`src/rtl/sprite_draw_engine_pkg.sv`:
```
// rtl/sprite_draw_engine_pkg.sv - shared constants, colour type and state enums for the sprite draw engine
package sprite_pkg;

  localparam int SPRITE_W_DEF = 10;
  localparam int SPRITE_H_DEF = 16;
  localparam int SCREEN_W_DEF = 320;
  localparam int SCREEN_H_DEF = 240;

  typedef logic [8:0] colour_t;
  localparam colour_t TRANSPARENT_DEF = 9'h1FF;

  localparam int BG_AW     = 17;
  localparam int SP_AW_DEF = $clog2(SPRITE_W_DEF * SPRITE_H_DEF);

  typedef enum logic [2:0] {
    ST_IDLE,
    ST_LOAD,
    ST_SCAN,
    ST_FLUSH,
    ST_DONE,
    ST_RELEASE
  } state_e;

  typedef enum logic {
    MODE_BG,
    MODE_CHAR
  } mode_e;

endpackage

```
`src/rtl/sprite_draw_engine_if.sv`:
```
// rtl/sprite_draw_engine_if.sv - request/done handshake, ROM ports and VGA write port of the draw engine
interface sprite_draw_engine_if
  import sprite_pkg::*;
#(
  parameter int SP_AW = SP_AW_DEF
);
  logic             drawBG;
  logic             drawChar;
  logic [8:0]       xCoordinate;
  logic [7:0]       yCoordinate;
  logic             doneBG;
  logic             doneChar;
  logic [BG_AW-1:0] bgAddr;
  colour_t          bgData;
  logic [SP_AW-1:0] spAddr;
  colour_t          spData;
  logic             plot;
  logic [8:0]       vgaX;
  logic [7:0]       vgaY;
  colour_t          colour;

  modport master (
    output drawBG, drawChar, xCoordinate, yCoordinate, bgData, spData,
    input  doneBG, doneChar, bgAddr, spAddr, plot, vgaX, vgaY, colour
  );

  modport slave (
    input  drawBG, drawChar, xCoordinate, yCoordinate, bgData, spData,
    output doneBG, doneChar, bgAddr, spAddr, plot, vgaX, vgaY, colour
  );
endinterface

```
`src/rtl/sprite_draw_engine_addr_gen.sv`:
```
// rtl/sprite_draw_engine_addr_gen.sv - col/row scan counters, screen position, clip flag and ROM addresses
module sprite_addr_gen
  import sprite_pkg::*;
#(
  parameter int SPRITE_W = SPRITE_W_DEF,
  parameter int SPRITE_H = SPRITE_H_DEF,
  parameter int SCREEN_W = SCREEN_W_DEF,
  parameter int SCREEN_H = SCREEN_H_DEF
) (
  input  logic                                  clk,
  input  logic                                  rst,
  input  logic                                  clear,
  input  logic                                  advance,
  input  logic signed [9:0]                     ox,
  input  logic signed [9:0]                     oy,
  output logic                                  last,
  output logic                                  in_screen,
  output logic [8:0]                            px,
  output logic [7:0]                            py,
  output logic [BG_AW-1:0]                      bg_addr,
  output logic [$clog2(SPRITE_W*SPRITE_H)-1:0]  sp_addr
);
  localparam int CW    = $clog2(SPRITE_W);
  localparam int RW    = $clog2(SPRITE_H);
  localparam int SP_AW = $clog2(SPRITE_W * SPRITE_H);
  localparam logic signed [10:0] SCR_W = 11'(SCREEN_W);
  localparam logic signed [10:0] SCR_H = 11'(SCREEN_H);

  logic [CW-1:0]      col_q, col_d;
  logic [RW-1:0]      row_q, row_d;
  logic signed [10:0] sx, sy;
  logic               col_end, row_end;

  assign col_end = (col_q == CW'(SPRITE_W - 1));
  assign row_end = (row_q == RW'(SPRITE_H - 1));
  assign last    = col_end && row_end;

  always_comb begin
    col_d = col_q;
    row_d = row_q;
    if (clear) begin
      col_d = '0;
      row_d = '0;
    end else if (advance) begin
      if (col_end) begin
        col_d = '0;
        row_d = row_end ? '0 : row_q + RW'(1);
      end else begin
        col_d = col_q + CW'(1);
      end
    end
  end

  // One extra bit over the origin so the right/bottom box edge cannot wrap negative.
  always_comb begin
    sx        = {ox[9], ox} + 11'(col_q);
    sy        = {oy[9], oy} + 11'(row_q);
    in_screen = !sx[10] && !sy[10] && (sx < SCR_W) && (sy < SCR_H);
    px        = sx[8:0];
    py        = sy[7:0];
    bg_addr   = '0;
    sp_addr   = '0;
    if (advance && in_screen) begin
      bg_addr = (BG_AW'(py) << 8) + (BG_AW'(py) << 6) + BG_AW'(px);
      sp_addr = SP_AW'(row_q) * SP_AW'(SPRITE_W) + SP_AW'(col_q);
    end
  end

  always_ff @(posedge clk) begin
    if (rst) begin
      col_q <= '0;
      row_q <= '0;
    end else begin
      col_q <= col_d;
      row_q <= row_d;
    end
  end
endmodule

```
`src/rtl/sprite_draw_engine.sv`:
```
// rtl/sprite_draw_engine.sv - scans the sprite box and emits one VGA write per visible pixel, then a done pulse
// SPRITE_TRANSPARENCY_EN: when defined, CHAR-mode pixels equal to TRANSPARENT are not plotted.
module sprite_draw_engine
  import sprite_pkg::*;
#(
  parameter int      SPRITE_W    = SPRITE_W_DEF,
  parameter int      SPRITE_H    = SPRITE_H_DEF,
  parameter int      SCREEN_W    = SCREEN_W_DEF,
  parameter int      SCREEN_H    = SCREEN_H_DEF,
  parameter colour_t TRANSPARENT = TRANSPARENT_DEF
) (
  input  logic                clock,
  input  logic                reset,
  sprite_draw_engine_if.slave bus
);
`ifdef SPRITE_TRANSPARENCY_EN
  localparam bit TRANSP_EN = 1'b1;
`else
  localparam bit TRANSP_EN = 1'b0;
`endif
  localparam int SP_AW = $clog2(SPRITE_W * SPRITE_H);

  state_e             state_q, state_d;
  mode_e              mode_q, mode_d;
  logic signed [9:0]  ox_q, ox_d, oy_q, oy_d;
  logic               done_bg_q, done_bg_d, done_char_q, done_char_d;
  logic               pipe_valid_q, pipe_valid_d;
  logic [8:0]         pipe_x_q, pipe_x_d;
  logic [7:0]         pipe_y_q, pipe_y_d;
  logic               plot_q, plot_d;
  logic [8:0]         vga_x_q, vga_x_d;
  logic [7:0]         vga_y_q, vga_y_d;
  colour_t            colour_q, colour_d;

  logic               scanning, last_px, in_screen, key_hit;
  logic [8:0]         px;
  logic [7:0]         py;
  logic [BG_AW-1:0]   bg_addr;
  logic [SP_AW-1:0]   sp_addr;

  assign scanning = (state_q == ST_SCAN);

  sprite_addr_gen #(
    .SPRITE_W (SPRITE_W),
    .SPRITE_H (SPRITE_H),
    .SCREEN_W (SCREEN_W),
    .SCREEN_H (SCREEN_H)
  ) u_addr_gen (
    .clk       (clock),
    .rst       (reset),
    .clear     (state_q == ST_LOAD),
    .advance   (scanning),
    .ox        (ox_q),
    .oy        (oy_q),
    .last      (last_px),
    .in_screen (in_screen),
    .px        (px),
    .py        (py),
    .bg_addr   (bg_addr),
    .sp_addr   (sp_addr)
  );

  // Mode and origin are captured on acceptance so coordinates only matter while idle.
  always_comb begin
    state_d     = state_q;
    mode_d      = mode_q;
    ox_d        = ox_q;
    oy_d        = oy_q;
    done_bg_d   = 1'b0;
    done_char_d = 1'b0;
    case (state_q)
      ST_IDLE: begin
        if (bus.drawBG || bus.drawChar) begin
          state_d = ST_LOAD;
          mode_d  = bus.drawBG ? MODE_BG : MODE_CHAR;
          ox_d    = 10'({1'b0, bus.xCoordinate}) - 10'(SPRITE_W / 2);
          oy_d    = 10'({2'b00, bus.yCoordinate}) - 10'(SPRITE_H - 1);
        end
      end
      ST_LOAD:  state_d = ST_SCAN;
      ST_SCAN:  if (last_px) state_d = ST_FLUSH;
      ST_FLUSH: state_d = ST_DONE;
      ST_DONE: begin
        state_d     = ST_RELEASE;
        done_bg_d   = (mode_q == MODE_BG);
        done_char_d = (mode_q == MODE_CHAR);
      end
      ST_RELEASE: if (!bus.drawBG && !bus.drawChar) state_d = ST_IDLE;
      default:    state_d = ST_IDLE;
    endcase
  end

  always_comb begin
    pipe_valid_d = scanning && in_screen;
    pipe_x_d     = px;
    pipe_y_d     = py;
    key_hit      = (bus.spData == TRANSPARENT);
    plot_d       = pipe_valid_q && !(TRANSP_EN && (mode_q == MODE_CHAR) && key_hit);
    vga_x_d      = vga_x_q;
    vga_y_d      = vga_y_q;
    colour_d     = colour_q;
    if (plot_d) begin
      vga_x_d  = pipe_x_q;
      vga_y_d  = pipe_y_q;
      colour_d = (mode_q == MODE_CHAR) ? bus.spData : bus.bgData;
    end
  end

  always_ff @(posedge clock) begin
    if (reset) begin
      state_q      <= ST_IDLE;
      mode_q       <= MODE_BG;
      ox_q         <= '0;
      oy_q         <= '0;
      done_bg_q    <= 1'b0;
      done_char_q  <= 1'b0;
      pipe_valid_q <= 1'b0;
      pipe_x_q     <= '0;
      pipe_y_q     <= '0;
      plot_q       <= 1'b0;
      vga_x_q      <= '0;
      vga_y_q      <= '0;
      colour_q     <= '0;
    end else begin
      state_q      <= state_d;
      mode_q       <= mode_d;
      ox_q         <= ox_d;
      oy_q         <= oy_d;
      done_bg_q    <= done_bg_d;
      done_char_q  <= done_char_d;
      pipe_valid_q <= pipe_valid_d;
      pipe_x_q     <= pipe_x_d;
      pipe_y_q     <= pipe_y_d;
      plot_q       <= plot_d;
      vga_x_q      <= vga_x_d;
      vga_y_q      <= vga_y_d;
      colour_q     <= colour_d;
    end
  end

  assign bus.doneBG   = done_bg_q;
  assign bus.doneChar = done_char_q;
  assign bus.bgAddr   = bg_addr;
  assign bus.spAddr   = sp_addr;
  assign bus.plot     = plot_q;
  assign bus.vgaX     = vga_x_q;
  assign bus.vgaY     = vga_y_q;
  assign bus.colour   = colour_q;
endmodule

```
`src/flat_wrapper.sv`:
```
// flat-port wrapper written by rule: the top's interface ports become plain ports
module sprite_draw_engine_flat import sprite_pkg::*;
#(
  parameter int      SPRITE_W    = SPRITE_W_DEF,
  parameter int      SPRITE_H    = SPRITE_H_DEF,
  parameter int      SCREEN_W    = SCREEN_W_DEF,
  parameter int      SCREEN_H    = SCREEN_H_DEF,
  parameter colour_t TRANSPARENT = TRANSPARENT_DEF
)
  (clock, reset, bus_drawBG, bus_drawChar, bus_xCoordinate, bus_yCoordinate, bus_bgData, bus_spData, bus_doneBG, bus_doneChar, bus_bgAddr, bus_spAddr, bus_plot, bus_vgaX, bus_vgaY, bus_colour);
  sprite_draw_engine_if bus_i ();
  input  logic clock;
  input  logic reset;
  input wire logic [$bits(bus_i.drawBG)-1:0] bus_drawBG;
  input wire logic [$bits(bus_i.drawChar)-1:0] bus_drawChar;
  input wire logic [$bits(bus_i.xCoordinate)-1:0] bus_xCoordinate;
  input wire logic [$bits(bus_i.yCoordinate)-1:0] bus_yCoordinate;
  input wire logic [$bits(bus_i.bgData)-1:0] bus_bgData;
  input wire logic [$bits(bus_i.spData)-1:0] bus_spData;
  output wire logic [$bits(bus_i.doneBG)-1:0] bus_doneBG;
  output wire logic [$bits(bus_i.doneChar)-1:0] bus_doneChar;
  output wire logic [$bits(bus_i.bgAddr)-1:0] bus_bgAddr;
  output wire logic [$bits(bus_i.spAddr)-1:0] bus_spAddr;
  output wire logic [$bits(bus_i.plot)-1:0] bus_plot;
  output wire logic [$bits(bus_i.vgaX)-1:0] bus_vgaX;
  output wire logic [$bits(bus_i.vgaY)-1:0] bus_vgaY;
  output wire logic [$bits(bus_i.colour)-1:0] bus_colour;
  assign bus_i.drawBG = bus_drawBG;
  assign bus_i.drawChar = bus_drawChar;
  assign bus_i.xCoordinate = bus_xCoordinate;
  assign bus_i.yCoordinate = bus_yCoordinate;
  assign bus_i.bgData = bus_bgData;
  assign bus_i.spData = bus_spData;
  assign bus_doneBG = bus_i.doneBG;
  assign bus_doneChar = bus_i.doneChar;
  assign bus_bgAddr = bus_i.bgAddr;
  assign bus_spAddr = bus_i.spAddr;
  assign bus_plot = bus_i.plot;
  assign bus_vgaX = bus_i.vgaX;
  assign bus_vgaY = bus_i.vgaY;
  assign bus_colour = bus_i.colour;
  sprite_draw_engine #(.SPRITE_W(SPRITE_W), .SPRITE_H(SPRITE_H), .SCREEN_W(SCREEN_W), .SCREEN_H(SCREEN_H), .TRANSPARENT(TRANSPARENT)) u_core (.clock(clock), .reset(reset), .bus(bus_i));
endmodule
```
`config.mk`:
```
export PLATFORM = sky130hd
export DESIGN_NAME = sprite_draw_engine_flat
export DESIGN_NICKNAME = d
export VERILOG_FILES = /design/src/rtl/sprite_draw_engine_pkg.sv /design/src/rtl/sprite_draw_engine_if.sv /design/src/rtl/sprite_draw_engine_addr_gen.sv /design/src/rtl/sprite_draw_engine.sv /design/src/flat_wrapper.sv
export SDC_FILE = /design/constraint.sdc
export NUM_CORES = 1
export LEC_CHECK = 0
export CAP_MARGIN = 20
export CORE_MARGIN = 3
export CORE_UTILIZATION = 35
export DETAILED_ROUTE_END_ITERATION = 8
export RECOVER_POWER = 25
export SYNTH_ARGS = -nofsm -noshare
export SYNTH_HDL_FRONTEND = slang
export SYNTH_SLANG_ARGS = --single-unit
```
`constraint.sdc`:
```
create_clock -name clock -period 6.2 [get_ports clock]
set_input_delay 1.24 -clock clock [delete_from_list [all_inputs] [get_ports clock]]
set_output_delay 1.24 -clock clock [all_outputs]
set_load 0.03 [all_outputs]
```
## After elaboration in Yosys (flattened, before gate mapping)

Cells that the tools add are included.

| storage, ports and cells | value |
|---|---|
| bits in registers | 78 |
| input bits | 39 |
| output and inout port bits | 54 |
| word-level logic and storage cells | 66 |

| cells by class | value |
|---|---|
| add/sub/neg operators | 9 |
| $mul | 1 |
| order comparisons | 2 |
| eq/ne operators | 10 |
| multiplexer cells | 10 |
| bitwise operators | 2 |
| reductions and logical operators | 17 |

Operators by type and width:

| kind | number |
|---|---|
| one-hot mux 3 bit (6 select lines) | 1 |
| adder 16 x 14 -> 17 bit | 1 |
| adder 17 x 9 -> 17 bit | 1 |
| 2-to-1 mux 17 bit | 1 |
| adder 10 x 5 -> 11 bit | 1 |
| < comparator 11 x 10 -> 1 bit, second input constant | 1 |
| < comparator 11 x 9 -> 1 bit, second input constant | 1 |
| adder 9 x 5 -> 10 bit | 1 |
| subtractor 9 x 3 -> 10 bit, second input constant | 1 |
| 2-to-1 mux 3 bit | 3 |
| 2-to-1 mux 9 bit | 1 |
| subtractor 8 x 4 -> 9 bit, second input constant | 1 |
| adder 4 x 1 -> 4 bit, second input constant | 2 |
| adder 8 x 4 -> 8 bit | 1 |
| == test 4 bit, second input constant | 2 |
| 2-to-1 mux 4 bit | 2 |
| 2-to-1 mux 8 bit | 1 |
| multiplier 4 x 3 -> 7 bit, second input constant | 1 |
| == test 3 x 2 -> 1 bit, second input constant | 2 |
| == test 3 bit, second input constant | 2 |
| logical AND 1 bit | 6 |
| logical NOT 1 bit | 4 |
| != test 2 x 1 -> 1 bit, second input constant | 2 |
| AND reduction 2 bit | 2 |
| other kinds (8) | 10 |

## Longest topological paths before layout

| logic depth | value |
|---|---|
| depth after elaboration | 7 |
| mapped depth | 16 |
| mapped depth without buffers | 16 |

## Cells and area by module

From an unflattened synthesis, not the netlist that was laid out.

| second synthesis, totals | value |
|---|---|
| cell total of the unflattened synthesis | 515 |
| area total of the unflattened synthesis | 4,619.4 µm² |

By module, submodules not included:

| module | times used | cells each | area an instance (µm²) | seq. area each (µm²) |
|---|---|---|---|---|
| sprite_draw_engine | 1 | 273 | 2,716.4 | 1,401.3 |
| sprite_addr_gen | 1 | 242 | 1,903.1 | 160.2 |

## Worst setup path after synthesis

OpenSTA, ideal clock, no wires.

| timing path | value |
|---|---|
| path kind | reg-to-output |
| start | reg u_core.u_addr_gen.col_q[1] |
| end | out bus_bgAddr[11] |
| data arrival time | 3.811 ns |
| data required time | 4.960 ns |
| path slack | 1.149 ns |
| stages on the path, launching flop included | 14 |
| buffers on the path | 0 |
| path through | dfxtp_1 -> inv_1 -> fa_1 -> nor2b_1 -> o22ai_2 -> nor2_1 -> xnor2_1 -> fa_1 -> inv_1 -> fa_1 -> nor2b_1 -> o21a_1 -> nor3_1 -> nor4_1 |

| on the way | value |
|---|---|
| elaborated cells on any way between the ends | 9 |
| those cells by class | 2 x add/sub; 1 x order compare; 1 x mux; 5 x reduce/logical |

RTL lines:

| what | RTL line | source |
|---|---|---|
| start, declared | sprite_draw_engine_addr_gen.sv:29 | `logic [CW-1:0] col_q, col_d;` |
| start signal, assigned | sprite_draw_engine_addr_gen.sv:74 | `col_q <= col_d;` |
| adder 10 x 5 -> 11 bit (*) | sprite_draw_engine_addr_gen.sv:56 | `sx = {ox[9], ox} + 11'(col_q);` |
| via u_core.pipe_x_d[8] | sprite_draw_engine.sv:28 | `logic [8:0] pipe_x_q, pipe_x_d;` |
| < comparator 11 x 10 -> 1 bit | sprite_draw_engine_addr_gen.sv:58 | `in_screen = !sx[10] && !sy[10] && (sx < SCR_W) && (sy < SCR_H);` |
| logical AND 1 bit (2 in series) | sprite_draw_engine_addr_gen.sv:58 |  |
| logical AND 1 bit | sprite_draw_engine_addr_gen.sv:63 | `if (advance && in_screen) begin` |
| 2-to-1 mux 17 bit (*) | sprite_draw_engine_addr_gen.sv:63 |  |
| end, declared | flat_wrapper.sv:22 | `output wire logic [$bits(bus_i.bgAddr)-1:0] bus_bgAddr;` |

The timed path passes the listed nets; every way through them passes the cells marked *.

## Final worst setup path

| timing path | value |
|---|---|
| start | reg u_core.u_addr_gen.col_q[1] |
| end | out bus_bgAddr[13] |

Same word-level chain as after synthesis.

==> reports/metrics.yaml <==
status: "finished, violations left"
violations: "max-capacitance violations, max-slew violations"
synth-main-ff-cell: "dfxtp_1"
slew_headroom_pct: -96.0
drtIter0Drc: 143
grt_pass1_wl_um: 17300
die_x_um: 120
io-pin-count: 93
antenna_cells: 0
power_density_nw_per_um2: 252
path_buf_inv: 3
fmax_ghz: 0.173
cp_slowest_cell: "clkdlybuf4s50_1"
port_buffers: 92
crit_path_max_incr_delay_ns: 0.69
die-area_um2: 14400
critPathMostFrequentCell: "fa_1"
dp_hpwl_um: 8110
worstHoldPathCells: 2
critPathTopFamily: "adder cells"
grt_max_degree: 69
crit_type: "reg -> out"
critPathRequiredTime_ns: 4.96
synthToLayoutAreaGrowth_pct: 29.4
final_core_util_pct: 47.5
critPathLaunch: "u_core.u_addr_gen.col_q[1]"
worstSetupEndpointType: "output port"
fill_cells: 1197
vias: 3644
ys_top_cells_by_area: "dfxtp_1, ha_1, mux2i_1"
clk_pin_slew_ns: 0.06
synth_fp_nets: 578
cts_buffers: 9
period_needed_ns: 5.80
min_period_over_period_pct: 93.5
ys_types: 65
finClkSkew_ns: 0.00888
drtPass1Iterations: 4
async_reset_ff_share_pct: 0
worst_slew_pin_slew_ns: 2.94
r2r_start: "u_core.u_addr_gen.row_q[0]"
netlist_area_um2: 4540
core_um2: 12400
synth.most_common_cell: "dfxtp_1"
seq_area_frac_synth_pct: 34.4
p_total_mw: 1.48
synth_cells: 500
cts_hold_buf: 0
insertion_delay_ns: 0.34
wl_um: 10500
slew_violations: 69
antenna_left: 0
maxCapViolations: 1
grt_overflow_total: 0
layout.nets: 664
hold_viol_final: 0
drive_gt1_share_pct: 9.31
initial_core_util_pct: 36.7
cts_tree: "yes"
clock_sinks: 78
yosysWarningCount: 0
grt_pass1_vias: 3543
ir_drop_mv: 0.124
holdPathEnd: "u_core.bus.vgaX[5]"
antenna_found_initial: 0
crit_chain: "inv_1, fa_1, nor2b_1, o22ai_2, nor2_1, xnor2_1, fa_1, inv_1, fa_1, nor2b_1, o31a_1, o21ai_1, nand2b_1, xnor2_1, nor3_2, clkdlybuf4s50_1"
synth_top_area_cell: "dfxtp_1"
globalplace.congestion: 0.802
rsz0062_at_grt: "false"
cts_setup_buffers: 0
dp_cells: 743
total_leakage_power_nw: 2.26
synthTopCellsByCount: "dfxtp_1, nor2_1, ha_1"
synth_edf_count: 0
hp-class: "reg -> reg"
dp_slack_ns: 0.539
reg2reg_slack_ns: 3.37
cts_buffer_depth: 2
crit_path_max_fanout: 8
cts-root-buf: "clkbuf_16"
drc: 0
wl_per_cell_um: 13.8
stdcell_count: 759
num_rows: 40
ff2ff_path_depth: 8
setup_viol_count_final: 0
htreeDepth: 3
die_y_um: 120
avgSynthCellArea_um2: 9.08
min-delay-start: "u_core.pipe_x_q[5]"
worstPathArrival_ns: 4.56
grt.total_usage_pct: 14.7
synth-seq-cells: 78
fin_ws_ns: 0.405
r2r-end: "u_core.pipe_valid_q"
synth_top_area_share_pct: 34.4
vias_per_cell: 4.80
setup_tns_ns: 0
crit_path_start_kind: "flip-flop"
sequential cells by signal (all words and copies together) (netlist names):
signal                   flops
u_core.pipe_y_q              8
u_core.bus.doneChar          1
u_core.bus.vgaY              8
u_core.state_q               3
u_core.bus.colour            9
u_core.oy_q                  9
u_core.u_addr_gen.col_q      4
u_core.pipe_valid_q          1
u_core.bus.vgaX              9
u_core.u_addr_gen.row_q      4
u_core.bus.plot              1
u_core.pipe_x_q              9
u_core.ox_q                 10
u_core.bus.doneBG            1
u_core.mode_q                1
final cells by class:
| class | instances | area [um^2] | area share (%) |
|---|---|---|---|
| Clock buffer | 10 | 229 | 3.90 |
| Clock inverter | 6 | 38.8 | 0.661 |
| Inverter | 26 | 97.6 | 1.66 |
| Multi-Input combinational cell | 373 | 2770 | 47.2 |
| Sequential cell | 78 | 1560 | 26.6 |
| Tap cell | 168 | 210 | 3.58 |
| Timing Repair Buffer | 98 | 965 | 16.4 |
cell families after synthesis:
logic type	synth area share, %
AOI/OAI and AO/OA	14.6
buffers and inverters	4.58
adders and majority gates	12.0
muxes	6.17
and+or+nand+nor	21.3
DFF	34.4
xor gates and xnor gates	6.95
worst max path at each step:
stage                     slack, ns             end  depth (start not counted)
after floorplan                1.15  bus_bgAddr[11]                         13
after global placement         0.67  bus_bgAddr[14]                         15
after detailed placement       0.54  bus_bgAddr[14]                         15
after CTS                      0.17  bus_bgAddr[14]                         15
after global routing           0.05  bus_bgAddr[13]                         16
final                          0.40  bus_bgAddr[13]                         16
worst register-to-register path, stage by stage, from the launching register on:
cell      delay [ns]
dfxtp_1         0.49
ha_1            0.25
inv_1           0.06
fa_1            0.39
nand2b_1        0.18
a21oi_1         0.16
xnor2_1         0.17
o311ai_4        0.82
nor3_2          0.08
through the flow:
stage | hold WS, ns | cell area [um^2]
floorplan | 0.436 | 4540
global placement | 0.448 | 5600
detailed placement | 0.456 | 5600
CTS | 0.469 | 5870
global route | 0.486 | 5870
finish | 0.469 | 5870
layer usage:
layer / GRT usage, % / vias to the layer above / wire, um
met4: 4.65 / 0 / 127
met2: 24.0 / 66 / 4880
li1: - / 1916 / -
met1: 19.6 / 1651 / 5090
met5: 0 / - / 0
met3: 3.11 / 11 / 370
cell usage in the layout, fill, tap and decap left out, types with 2 or more instances in the layout:
| cell type | synthesis | layout |
|---|---|---|
| clkdlybuf4s50_1 | 0 | 88 |
| dfxtp_1 | 78 | 78 |
| nor2_1 | 74 | 74 |
| ha_1 | 33 | 33 |
| mux2i_1 | 28 | 28 |
| inv_1 | 26 | 26 |
| a211oi_1 | 25 | 25 |
| a21oi_1 | 24 | 24 |
| xnor2_1 | 20 | 20 |
| nand2_1 | 19 | 19 |
| nor3_2 | 19 | 19 |
| xor2_1 | 16 | 16 |
| nor2b_1 | 11 | 11 |
| nor3_1 | 11 | 11 |
| clkbuf_16 | 0 | 9 |
| o21ai_0 | 8 | 8 |
| nor4_1 | 7 | 7 |
| nand2b_1 | 6 | 6 |
| fa_1 | 6 | 6 |
| buf_4 | 1 | 5 |
| o21a_1 | 4 | 4 |
| a21o_1 | 4 | 4 |
| o21ai_1 | 4 | 4 |
| and2_1 | 4 | 4 |
| and3_1 | 3 | 3 |
| o31ai_1 | 3 | 3 |
| or3_1 | 3 | 3 |
| clkinv_2 | 0 | 3 |
| dlymetal6s2s_1 | 0 | 3 |
| nand3_1 | 2 | 2 |
| nand4_1 | 2 | 2 |
| a211oi_2 | 2 | 2 |
| or2_0 | 2 | 2 |
| a31oi_1 | 2 | 2 |
| clkinvlp_4 | 0 | 2 |
| clkbuf_1 | 11 | 2 |
repair_timing:
action                                 CTS  global route
setup endpoints to repair                0             3
resized for setup                        0             3
endpoints found under the hold margin    0             0
power breakdown:
| part | switching, mW | leakage, nW | total (mW) | internal [mW] |
|---|---|---|---|---|
| sequential | 0.0472 | 0.636 | 0.595 | 0.548 |
| combinational | 0.230 | 1.50 | 0.409 | 0.179 |
| clock | 0.205 | 0.128 | 0.474 | 0.269 |
| total | 0.481 | 2.26 | 1.48 | 0.997 |
No activity file was read; power rests on OpenSTA's default activity.
